**src/rtl/fp_add_pipe.sv**
```systemverilog
// fp_add_pipe: multi-cycle IEEE-754-style add/subtract with valid/ready on both sides.
// Round toward zero, denormal inputs and tiny results flush to zero, one operation in flight.
module fp_add_pipe #(
   parameter int EXP_W = 8,
   parameter int MAN_W = 23,
   localparam int W = 1 + EXP_W + MAN_W
) (
   input  logic         clk,
   input  logic         rst,
   input  logic         in_valid,
   output logic         in_ready,
   input  logic         sub,
   input  logic [W-1:0] a,
   input  logic [W-1:0] b,
   output logic         out_valid,
   input  logic         out_ready,
   output logic [W-1:0] out,
   output logic         ovf,
   output logic         inv
);
   localparam int MW  = MAN_W + 3;   // hidden, fraction, guard, sticky
   localparam int SW  = MAN_W + 4;   // MW plus carry
   localparam int LZW = $clog2(SW) + 1;
   localparam int EW  = EXP_W + 2;   // exponent workspace, top bit is the sign
   localparam logic [EXP_W-1:0] EXP_MAX = '1;
   localparam logic [W-1:0]     QNAN    = {1'b0, EXP_MAX, 1'b1, {(MAN_W-1){1'b0}}};

   typedef enum logic [2:0] {S_IDLE, S_ALIGN, S_ADD, S_NORM, S_DONE} state_t;
   state_t state_q, state_d;

   logic [W-1:0]     a_q, a_d, b_q, b_d;
   logic             sign_big_q, sign_big_d, sign_sml_q, sign_sml_d;
   logic [EXP_W-1:0] exp_big_q, exp_big_d;
   logic [MW-1:0]    man_big_q, man_big_d, man_sml_q, man_sml_d;
   logic             spec_q, spec_d, spec_inv_q, spec_inv_d;
   logic [W-1:0]     spec_res_q, spec_res_d;
   logic [SW-1:0]    sum_q, sum_d;
   logic [W-1:0]     out_q, out_d;
   logic             ovf_q, ovf_d, inv_q, inv_d;

   assign out = out_q;
   assign ovf = ovf_q;
   assign inv = inv_q;

   always_comb begin
      state_d   = state_q;
      in_ready  = 1'b0;
      out_valid = 1'b0;
      unique case (state_q)
         S_IDLE: begin
            in_ready = 1'b1;
            if (in_valid) state_d = S_ALIGN;
         end
         S_ALIGN: state_d = S_ADD;
         S_ADD:   state_d = S_NORM;
         S_NORM:  state_d = S_DONE;
         S_DONE: begin
            out_valid = 1'b1;
            if (out_ready) state_d = S_IDLE;
         end
         default: state_d = S_IDLE;
      endcase
   end

   always_comb begin
      a_d = a_q;
      b_d = b_q;
      if (state_q == S_IDLE && in_valid) begin
         a_d = a;
         b_d = {b[W-1] ^ sub, b[W-2:0]};
      end
   end

   // Unpack, classify specials, order by magnitude and align the smaller operand.
   logic [EXP_W-1:0] ea, eb, exp_sml, diff;
   logic [MAN_W-1:0] fa, fb;
   logic             a_zero, b_zero, a_inf, b_inf, a_nan, b_nan, a_ge_b;
   logic [MW-1:0]    ma, mb, sml_full, sml_sh, sml_lost;

   always_comb begin
      ea     = a_q[W-2:MAN_W];
      fa     = a_q[MAN_W-1:0];
      eb     = b_q[W-2:MAN_W];
      fb     = b_q[MAN_W-1:0];
      a_zero = (ea == '0);
      b_zero = (eb == '0);
      a_inf  = (ea == EXP_MAX) && (fa == '0);
      b_inf  = (eb == EXP_MAX) && (fb == '0);
      a_nan  = (ea == EXP_MAX) && (fa != '0);
      b_nan  = (eb == EXP_MAX) && (fb != '0);
      ma     = a_zero ? '0 : {1'b1, fa, 2'b00};
      mb     = b_zero ? '0 : {1'b1, fb, 2'b00};
      a_ge_b = {ea, ma} >= {eb, mb};
      if (a_ge_b) begin
         sign_big_d = a_q[W-1];
         sign_sml_d = b_q[W-1];
         exp_big_d  = ea;
         exp_sml    = eb;
         man_big_d  = ma;
         sml_full   = mb;
      end else begin
         sign_big_d = b_q[W-1];
         sign_sml_d = a_q[W-1];
         exp_big_d  = eb;
         exp_sml    = ea;
         man_big_d  = mb;
         sml_full   = ma;
      end
      diff     = exp_big_d - exp_sml;
      sml_sh   = sml_full >> diff;
      sml_lost = sml_full & ~({MW{1'b1}} << diff);
      if (int'(diff) >= MW) man_sml_d = '0;
      else                  man_sml_d = {sml_sh[MW-1:1], sml_sh[0] | (|sml_lost)};

      spec_d     = 1'b0;
      spec_inv_d = 1'b0;
      spec_res_d = '0;
      if (a_nan || b_nan || (a_inf && b_inf && (a_q[W-1] != b_q[W-1]))) begin
         spec_d     = 1'b1;
         spec_inv_d = 1'b1;
         spec_res_d = QNAN;
      end else if (a_inf) begin
         spec_d     = 1'b1;
         spec_res_d = {a_q[W-1], EXP_MAX, {MAN_W{1'b0}}};
      end else if (b_inf) begin
         spec_d     = 1'b1;
         spec_res_d = {b_q[W-1], EXP_MAX, {MAN_W{1'b0}}};
      end
   end

   // Big magnitude is first, so the difference never goes negative.
   always_comb begin
      if (sign_big_q == sign_sml_q) sum_d = {1'b0, man_big_q} + {1'b0, man_sml_q};
      else                          sum_d = {1'b0, man_big_q} - {1'b0, man_sml_q};
   end

   logic [LZW-1:0]   lzc;
   logic [EW-1:0]    exp_n;
   logic [MAN_W-1:0] frac_n;

   always_comb begin
      lzc = '0;
      for (int i = 0; i < MW; i++) begin
         if (sum_q[i]) lzc = LZW'(MW - 1 - i);
      end
      if (sum_q[SW-1]) begin
         exp_n  = {2'b00, exp_big_q} + EW'(1);
         frac_n = MAN_W'(sum_q >> 3);
      end else begin
         exp_n  = {2'b00, exp_big_q} - {{(EW-LZW){1'b0}}, lzc};
         frac_n = MAN_W'(sum_q[MW-1:0] << lzc >> 2);
      end

      out_d = '0;
      ovf_d = 1'b0;
      inv_d = 1'b0;
      if (spec_q) begin
         out_d = spec_res_q;
         inv_d = spec_inv_q;
      end else if (sum_q == '0) begin
         out_d = {sign_big_q & sign_sml_q, {(W-1){1'b0}}};
      end else if (!exp_n[EW-1] && (exp_n[EW-2:0] >= {1'b0, EXP_MAX})) begin
         out_d = {sign_big_q, EXP_MAX, {MAN_W{1'b0}}};
         ovf_d = 1'b1;
      end else if (exp_n[EW-1] || (exp_n == '0)) begin
         out_d = {sign_big_q, {(W-1){1'b0}}};
      end else begin
         out_d = {sign_big_q, exp_n[EXP_W-1:0], frac_n};
      end
   end

   always_ff @(posedge clk) begin
      if (rst) begin
         state_q    <= S_IDLE;
         a_q        <= '0;
         b_q        <= '0;
         sign_big_q <= 1'b0;
         sign_sml_q <= 1'b0;
         exp_big_q  <= '0;
         man_big_q  <= '0;
         man_sml_q  <= '0;
         spec_q     <= 1'b0;
         spec_inv_q <= 1'b0;
         spec_res_q <= '0;
         sum_q      <= '0;
         out_q      <= '0;
         ovf_q      <= 1'b0;
         inv_q      <= 1'b0;
      end else begin
         state_q <= state_d;
         a_q     <= a_d;
         b_q     <= b_d;
         if (state_q == S_ALIGN) begin
            sign_big_q <= sign_big_d;
            sign_sml_q <= sign_sml_d;
            exp_big_q  <= exp_big_d;
            man_big_q  <= man_big_d;
            man_sml_q  <= man_sml_d;
            spec_q     <= spec_d;
            spec_inv_q <= spec_inv_d;
            spec_res_q <= spec_res_d;
         end
         if (state_q == S_ADD) sum_q <= sum_d;
         if (state_q == S_NORM) begin
            out_q <= out_d;
            ovf_q <= ovf_d;
            inv_q <= inv_d;
         end
      end
   end
endmodule
```
**config.mk**
```make
export PLATFORM = sky130hd
export DESIGN_NAME = fp_add_pipe
export DESIGN_NICKNAME = d
export VERILOG_FILES = /design/src/rtl/fp_add_pipe.sv
export SDC_FILE = /design/constraint.sdc
export NUM_CORES = 1
export LEC_CHECK = 0
export BUFFER_PORTS_ARGS = -buffer_cell sky130_fd_sc_hd__buf_2
export CAP_MARGIN = 20
export CORE_ASPECT_RATIO = 0.75
export CORE_MARGIN = 5
export CORE_UTILIZATION = 35
export CTS_BUF_LIST = sky130_fd_sc_hd__clkbuf_4 sky130_fd_sc_hd__clkbuf_8
export DETAILED_ROUTE_END_ITERATION = 7
export GPL_ROUTABILITY_DRIVEN = 1
export PLACE_DENSITY_LB_ADDON = 0.3
export SLEW_MARGIN = 20
export SYNTH_ARGS = -nofsm -noshare
export SYNTH_HDL_FRONTEND = slang
export SYNTH_SLANG_ARGS = --single-unit
```
**constraint.sdc**
```tcl
create_clock -name clk -period 7.1 [get_ports clk]
set_input_delay 0.71 -clock clk [delete_from_list [all_inputs] [get_ports clk]]
set_output_delay 0.71 -clock clk [all_outputs]
set_load 0.005 [all_outputs]
```
After elaboration in Yosys (flattened, before gate mapping)
Cells that the tools add are included.
{"block": "word_totals", "regBits": 224, "latchBits": 0, "ram_bits": 0, "mem_bits_ro": 0, "inputBits": 69, "output_inout_bits": 36, "word_cells": 122, "mem_count": 0}
{"block": "classes", "n_addsub": 5, "n_mul": 0, "n_div": 0, "n_lt_le_gt_ge": 3, "eq_ne": 10, "n_shift": 3, "mux": 58, "bitwise_logic": 5, "n_reduce_logical": 23}
{"op": "$mux 32", "n": 5}
{"op": "$mux 6", "n": 25}
{"op": "$mux 26", "n": 5}
{"op": "$mux 31", "n": 2}
{"op": "$logic_not 23->1", "n": 2}
{"op": "$reduce_bool 23->1", "n": 2}
{"op": "$ge 34x34->1", "n": 1}
{"op": "$add 26x26->27", "n": 1}
{"op": "$logic_not 27->1", "n": 1}
{"op": "$mux 27", "n": 1}
{"op": "$sub 26x26->27", "n": 1}
{"op": "$and 26x26->26", "n": 1}
{"op": "$not 26->26", "n": 1}
{"op": "$reduce_or 26->1", "n": 1}
{"op": "$shl 26x6->25", "n": 1}
{"op": "$shl 26x8->26 const A", "n": 1}
{"op": "$shr 26x8->26", "n": 1}
{"op": "$mux 23", "n": 1}
{"op": "$eq 8x8->1 const B", "n": 2}
{"op": "$logic_not 8->1", "n": 2}
{"op": "$mux 8", "n": 2}
{"op": "$pmux 3 s5", "n": 1}
{"op": "$mux 1", "n": 12}
{"op": "$logic_not 10->1", "n": 1}
{"op": "other kinds (22)", "n": 34}

Depth between registers and ports, before layout
{"block": "depth", "depth_word": 34, "ltp_mapped": 29, "mapped_depth_nobuf": 26}

Worst setup path before layout
Ideal clock, no wire load.
{"block": "synth_path", "path_type": "register to register", "from": "register sum_q[6]", "to": "register out_q[18] (netlist: out[18])", "setup_time_ns": 0.070, "arrival_ns": 5.184, "required_ns": 7.030, "path_slack_ns": 1.846, "stages_incl_launch_ff": 28, "n_path_buf": 6, "synth_period_minus_slack_ns": 5.254, "path_cell_list": "dfxtp_1 -> clkbuf_1 -> nor2_1 -> o31ai_1 -> a211oi_1 -> o31ai_1 -> a211oi_1 -> nor3_1 -> o31a_1 -> inv_1 -> clkbuf_1 -> buf_1 -> buf_2 -> ha_1 -> nor2b_1 -> o21ai_0 -> a21oi_1 -> o21ai_0 -> nand2_1 -> o32ai_1 -> xnor2_1 -> a31oi_1 -> and3_1 -> nor2b_1 -> clkbuf_1 -> clkbuf_1 -> o21ai_0 -> a21oi_1"}
{"block": "synth_via", "elab_chain_len": 28, "elab_cells_between_ends": 34, "cone_classes": "add/sub (1); order compare (1); shift (1); mux (26); reduce/logical (5)"}
{"item": "start, declared", "line": "37", "source": "logic [SW-1:0] sum_q, sum_d;"}
{"item": "start signal, assigned", "line": "203", "source": "if (state_q == S_ADD) sum_q <= sum_d;"}
{"item": "branches (longest 26 deep; another with $mux 6)"}
{"item": "$mux 32 *", "line": "160", "source": "end else if (sum_q == '0) begin"}
{"item": "$mux 32 *", "line": "157", "source": "if (spec_q) begin"}
{"item": "end signal, assigned", "line": "205", "source": "out_q <= out_d;"}
{"item": "end, declared", "line": "38", "source": "logic [W-1:0] out_q, out_d;"}
Every way passes the cells marked *.
A chain may end at the register's enable or synchronous reset.

Worst setup path after layout
{"block": "layout_path", "from": "register b_q[27]", "to": "register man_sml_q[5]"}
{"block": "layout_via", "elab_chain_len": 7, "elab_cells_between_ends": 10, "cone_classes": "add/sub (1); order compare (2); shift (1); mux (5); reduce/logical (1)"}
{"item": "start, declared", "line": "31", "source": "logic [W-1:0] a_q, a_d, b_q, b_d;"}
{"item": "start signal, assigned", "line": "176", "source": "b_q <= '0;"}
{"item": "start signal, assigned", "line": "192", "source": "b_q <= b_d;"}
{"item": "$logic_not 8->1", "line": "86", "source": "b_zero = (eb == '0);"}
{"item": "$mux 26", "line": "92", "source": "mb = b_zero ? '0 : {1'b1, fb, 2'b00};"}
{"item": "$ge 34x34->1", "line": "93", "source": "a_ge_b = {ea, ma} >= {eb, mb};"}
{"item": "$mux 8", "line": "94", "source": "if (a_ge_b) begin"}
{"item": "$sub 8x8->8", "line": "109", "source": "diff = exp_big_d - exp_sml;"}
{"item": "$shr 26x8->26 or $ge 8x5->1 (tied branches)", "line": "110, 112"}
{"item": "$mux 26 *", "line": "112", "source": "if (int'(diff) >= MW) man_sml_d = '0;"}
{"item": "end signal, assigned", "line": "198", "source": "man_sml_q <= man_sml_d;"}
{"item": "end, declared", "line": "34", "source": "logic [MW-1:0] man_big_q, man_big_d, man_sml_q, man_sml_d;"}
Mark *: on every way between the ends. The rest lies on a longest branch, timed or not.

==> impl_metrics.ini <==
[setup_path]
setup.reg_to_reg.worst_slack_ns = 0.68
critical_path_class = flop to flop
reg2reg_capture_point = man_sml_q[5]
arrival_ns = 6.84
end_kind = flop
setup_crit_start_kind = flop
rr_worst_depth = 19
worst_path_required_time_ns = 7.53
critical_path_peak_fanout = 24
r2r_start = b_q[27]

[clock_network]
tritoncts = yes
htreeDepth = 4
clockBufferDepth = 2
postCtsSetupRepairBufs = 0
worst_skew_pair.late_latency_ns = 0.51
numClockSinks = 191
number_of_buffers_inserted_by_hold_repair_at_cts = 0
root_buffer = clkbuf_8
cts_made_buffers = 17
clkTransAtPathRegs_ns = 0.11
cts-resized-gates = 0

[synthesis]
synth_edf_count = 0
ys_seq_area_share_pct = 27.6
yosys.area.top_type = dfxtp_1
ys.flop_type = dfxtp_1
synth_async_sr_flop_share_pct = 0
synth_area_leaders = dfxtp_1 (28%), nand2_1 (9.2%), a21oi_1 (7.2%), ha_1 (6.0%), nor2_1 (5.9%)
post_synthesis_cells = 1889
top_cells_by_count_synth = nand2_1 (340), nor2_1 (219), a21oi_1 (200)
synth.ff_latch_count = 191
yosys_warnings = 0
syn_area_um2 = 13900
synthesis.area_per_instance_um2 = 7.34
netlist.area_leader.share_pct = 27.6
cell_with_the_most_instances_after_synthesis = nand2_1
post_synth_num_cell_types = 79
synth.net_count = 2026

[routing]
post-route-drc-count = 4
drt-wirelength-per-cell_um = 18.7
post_detailed_route_count_of_antenna_violating_nets = 0
dr_vias = 14200
vias_per_cell = 5.79
dr.pass1.iters = 8
detail_route.wirelength_mm = 45.8
initialDrtViolationCount = 1446

[finish]
n_fill_cell = 4072
antenna_cells_inserted = 0
ratio_of_cells_with_drive_above_1_in_the_final_layout_pct = 11.9
syn_to_final_growth_pct = 10.1
nNetsFinal = 2052
postLayoutCoreUtil_pct = 38.8
stdcell_area_um2 = 15300
multi_input_comb_area_um2 = 9380
seq_area_um2 = 3820

[sta]
finalSetupViolations = 0
clock-skew-final_ns = 0.0194
max_slew_vio_count = 0
period_needed_ns = 6.42
max_slew_margin_pct = 24.6
finalHoldViolCount = 0
finalCritPeriodShare_pct = 90.4
whs_ns = 0.431
tightestPinTransition_ns = 1.12
rsz0062_at_grt = false
totalNegativeSetupSlack_ns = 0
fmax_ghz = 0.156

[placed_design]
port-buffer-count = 104
dp_hpwl_mm = 34.8
gp_congestion = 1.00
detailed_place.area_um2 = 14800

[floorplanning]
io-pin-count = 105
row_count = 63
fp.coreArea_um2 = 39300
initial_utilization_pct = 35.2
horiz_die_dim_um = 240
die_height_um = 182
design.die.area_um2 = 43700

[global_route]
track_usage_pct = 20.5
grt-ovfl-total = 0
grt_first_pass_wirelength_mm = 73.1
antenna_violations_before_repair = 0
grt_max_degree = 84
first_global_vias = 13100

[min_path]
timing.hold.worst.start = b[5]
path_class_of_the_lowest_slack_min_delay_path = primary input to flop
min_delay_path_depth = 3
hold-path-endpoint = b_q[5]

[status]
violations_in_the_final_reports = DRC
run_status = complete, but fails checks

[power]
power.static_leakage_nw = 5.92
powerDensity_nw_per_um2 = 274
peakVddDrop_mv = 0.136

[run]
max-cap-violations = 0
where the power goes:
| group | total (W) | internal (W) | switching (W) |
|---|---|---|---|
| clock network | 0.000804 | 0.000360 | 0.000444 |
| registers | 0.00123 | 0.00114 | 0.0000878 |
| logic | 0.00214 | 0.000741 | 0.00140 |
cell type report:
cell class,instances,share of cell area (%)
multi-input cells,1517,61.5
inverters,50,1.23
flip-flops and latches,191,25.1
repair buffers,138,5.10
well taps,520,4.27
clock inverters,15,1.30
clock buffers,17,1.53
registers in the layout, indices dropped and copies added, names as in the netlist:
register / flops
a_q: 32
b_q: 32
out: 32
sum_q: 27
man_sml_q: 26
man_big_q: 24
exp_big_q: 8
spec_res_q: 3
state_q: 3
inv: 1
ovf: 1
sign_big_q: 1
sign_sml_q: 1
through the flow:
stage	instances	total power [W]	setup slack, ns
floorplan	1889	0.00275	1.85
global placement	2416	0.00332	1.07
detailed placement	2416	0.00333	0.841
CTS	2448	0.00414	0.784
global route	2448	0.00445	0.135
finish	2448	0.00417	0.683
cell families (layout without fill, tap and decap cells):
logic type | count (synthesis) | count (layout) | share of synthesized area [%]
AND/OR/NAND/NOR | 767 | 767 | 24.4
AO/OA/AOI/OAI | 551 | 551 | 25.4
flip-flops | 191 | 191 | 27.6
buffers and inverters | 181 | 220 | 5.07
adder cells (fa/ha/maj) | 68 | 68 | 6.25
multiplexers | 67 | 67 | 7.25
XOR/XNOR | 64 | 64 | 4.05
layout by cell type (no fill, tap or decap), types with 9 or more instances in the layout:
master / netlist / routed
clkbuf_8: 0 / 17
o31ai_1: 17 / 16
inv_1: 49 / 49
nor3_1: 41 / 41
nand3_1: 37 / 37
a22oi_1: 19 / 19
mux4_2: 26 / 26
a21oi_1: 200 / 199
xnor2_1: 52 / 51
nor4_1: 23 / 23
dfxtp_1: 191 / 191
a211oi_1: 46 / 46
a31oi_1: 14 / 14
or3_1: 10 / 10
and2_1: 29 / 28
buf_4: 0 / 35
o211ai_1: 13 / 13
mux2i_1: 34 / 34
ha_1: 66 / 66
nand4_1: 14 / 14
nor2_1: 219 / 218
and3_1: 10 / 10
o21ai_0: 92 / 92
buf_2: 13 / 103
o21bai_1: 10 / 10
or4_1: 9 / 9
a22o_1: 13 / 13
o21a_1: 13 / 13
nand2_1: 340 / 339
o22ai_1: 13 / 13
a311oi_1: 16 / 16
xor2_1: 12 / 12
how the worst max path moves through the flow:
stage             start      endpoint  slack, ns  cells after the start
2_1_floorplan  sum_q[6]       out[18]       1.85                     27
3_3_place_gp    b_q[27]  man_sml_q[5]       1.07                     19
3_5_place_dp    b_q[27]  man_sml_q[5]       0.84                     19
4_1_cts         b_q[27]  man_sml_q[5]       0.78                     19
5_1_grt         b_q[27]  man_sml_q[5]       0.13                     19
6_report        b_q[27]  man_sml_q[5]       0.68                     19
worst max-delay path, cell delays in order, from the launching register on:
cell and delay [ns]:
dfxtp_1 0.38, nor4_1 0.34, nand2_1 0.47, and2_1 0.38, ha_1 0.28, nand2b_1 0.10
a2111oi_0 0.09, nor4_1 0.68, o31ai_1 0.28, o21ai_4 0.51, a21oi_1 0.17, ha_1 0.27
o21ai_1 0.36, a21oi_1 0.17, a211oi_1 0.42, nor3_4 0.08, buf_4 0.24, nor4_2 0.75
a32oi_1 0.21, o21ai_1 0.13
metal layers:
layer  vias to the layer above  wire (um)  GRT usage [%]
li1                       6865          -              -
met1                      6721      21800           30.1
met2                       526      19100           30.0
met3                        54       4060           5.42
met4                         0        808           5.09
met5                         -          0              0
(Power assumes the default switching activity.)
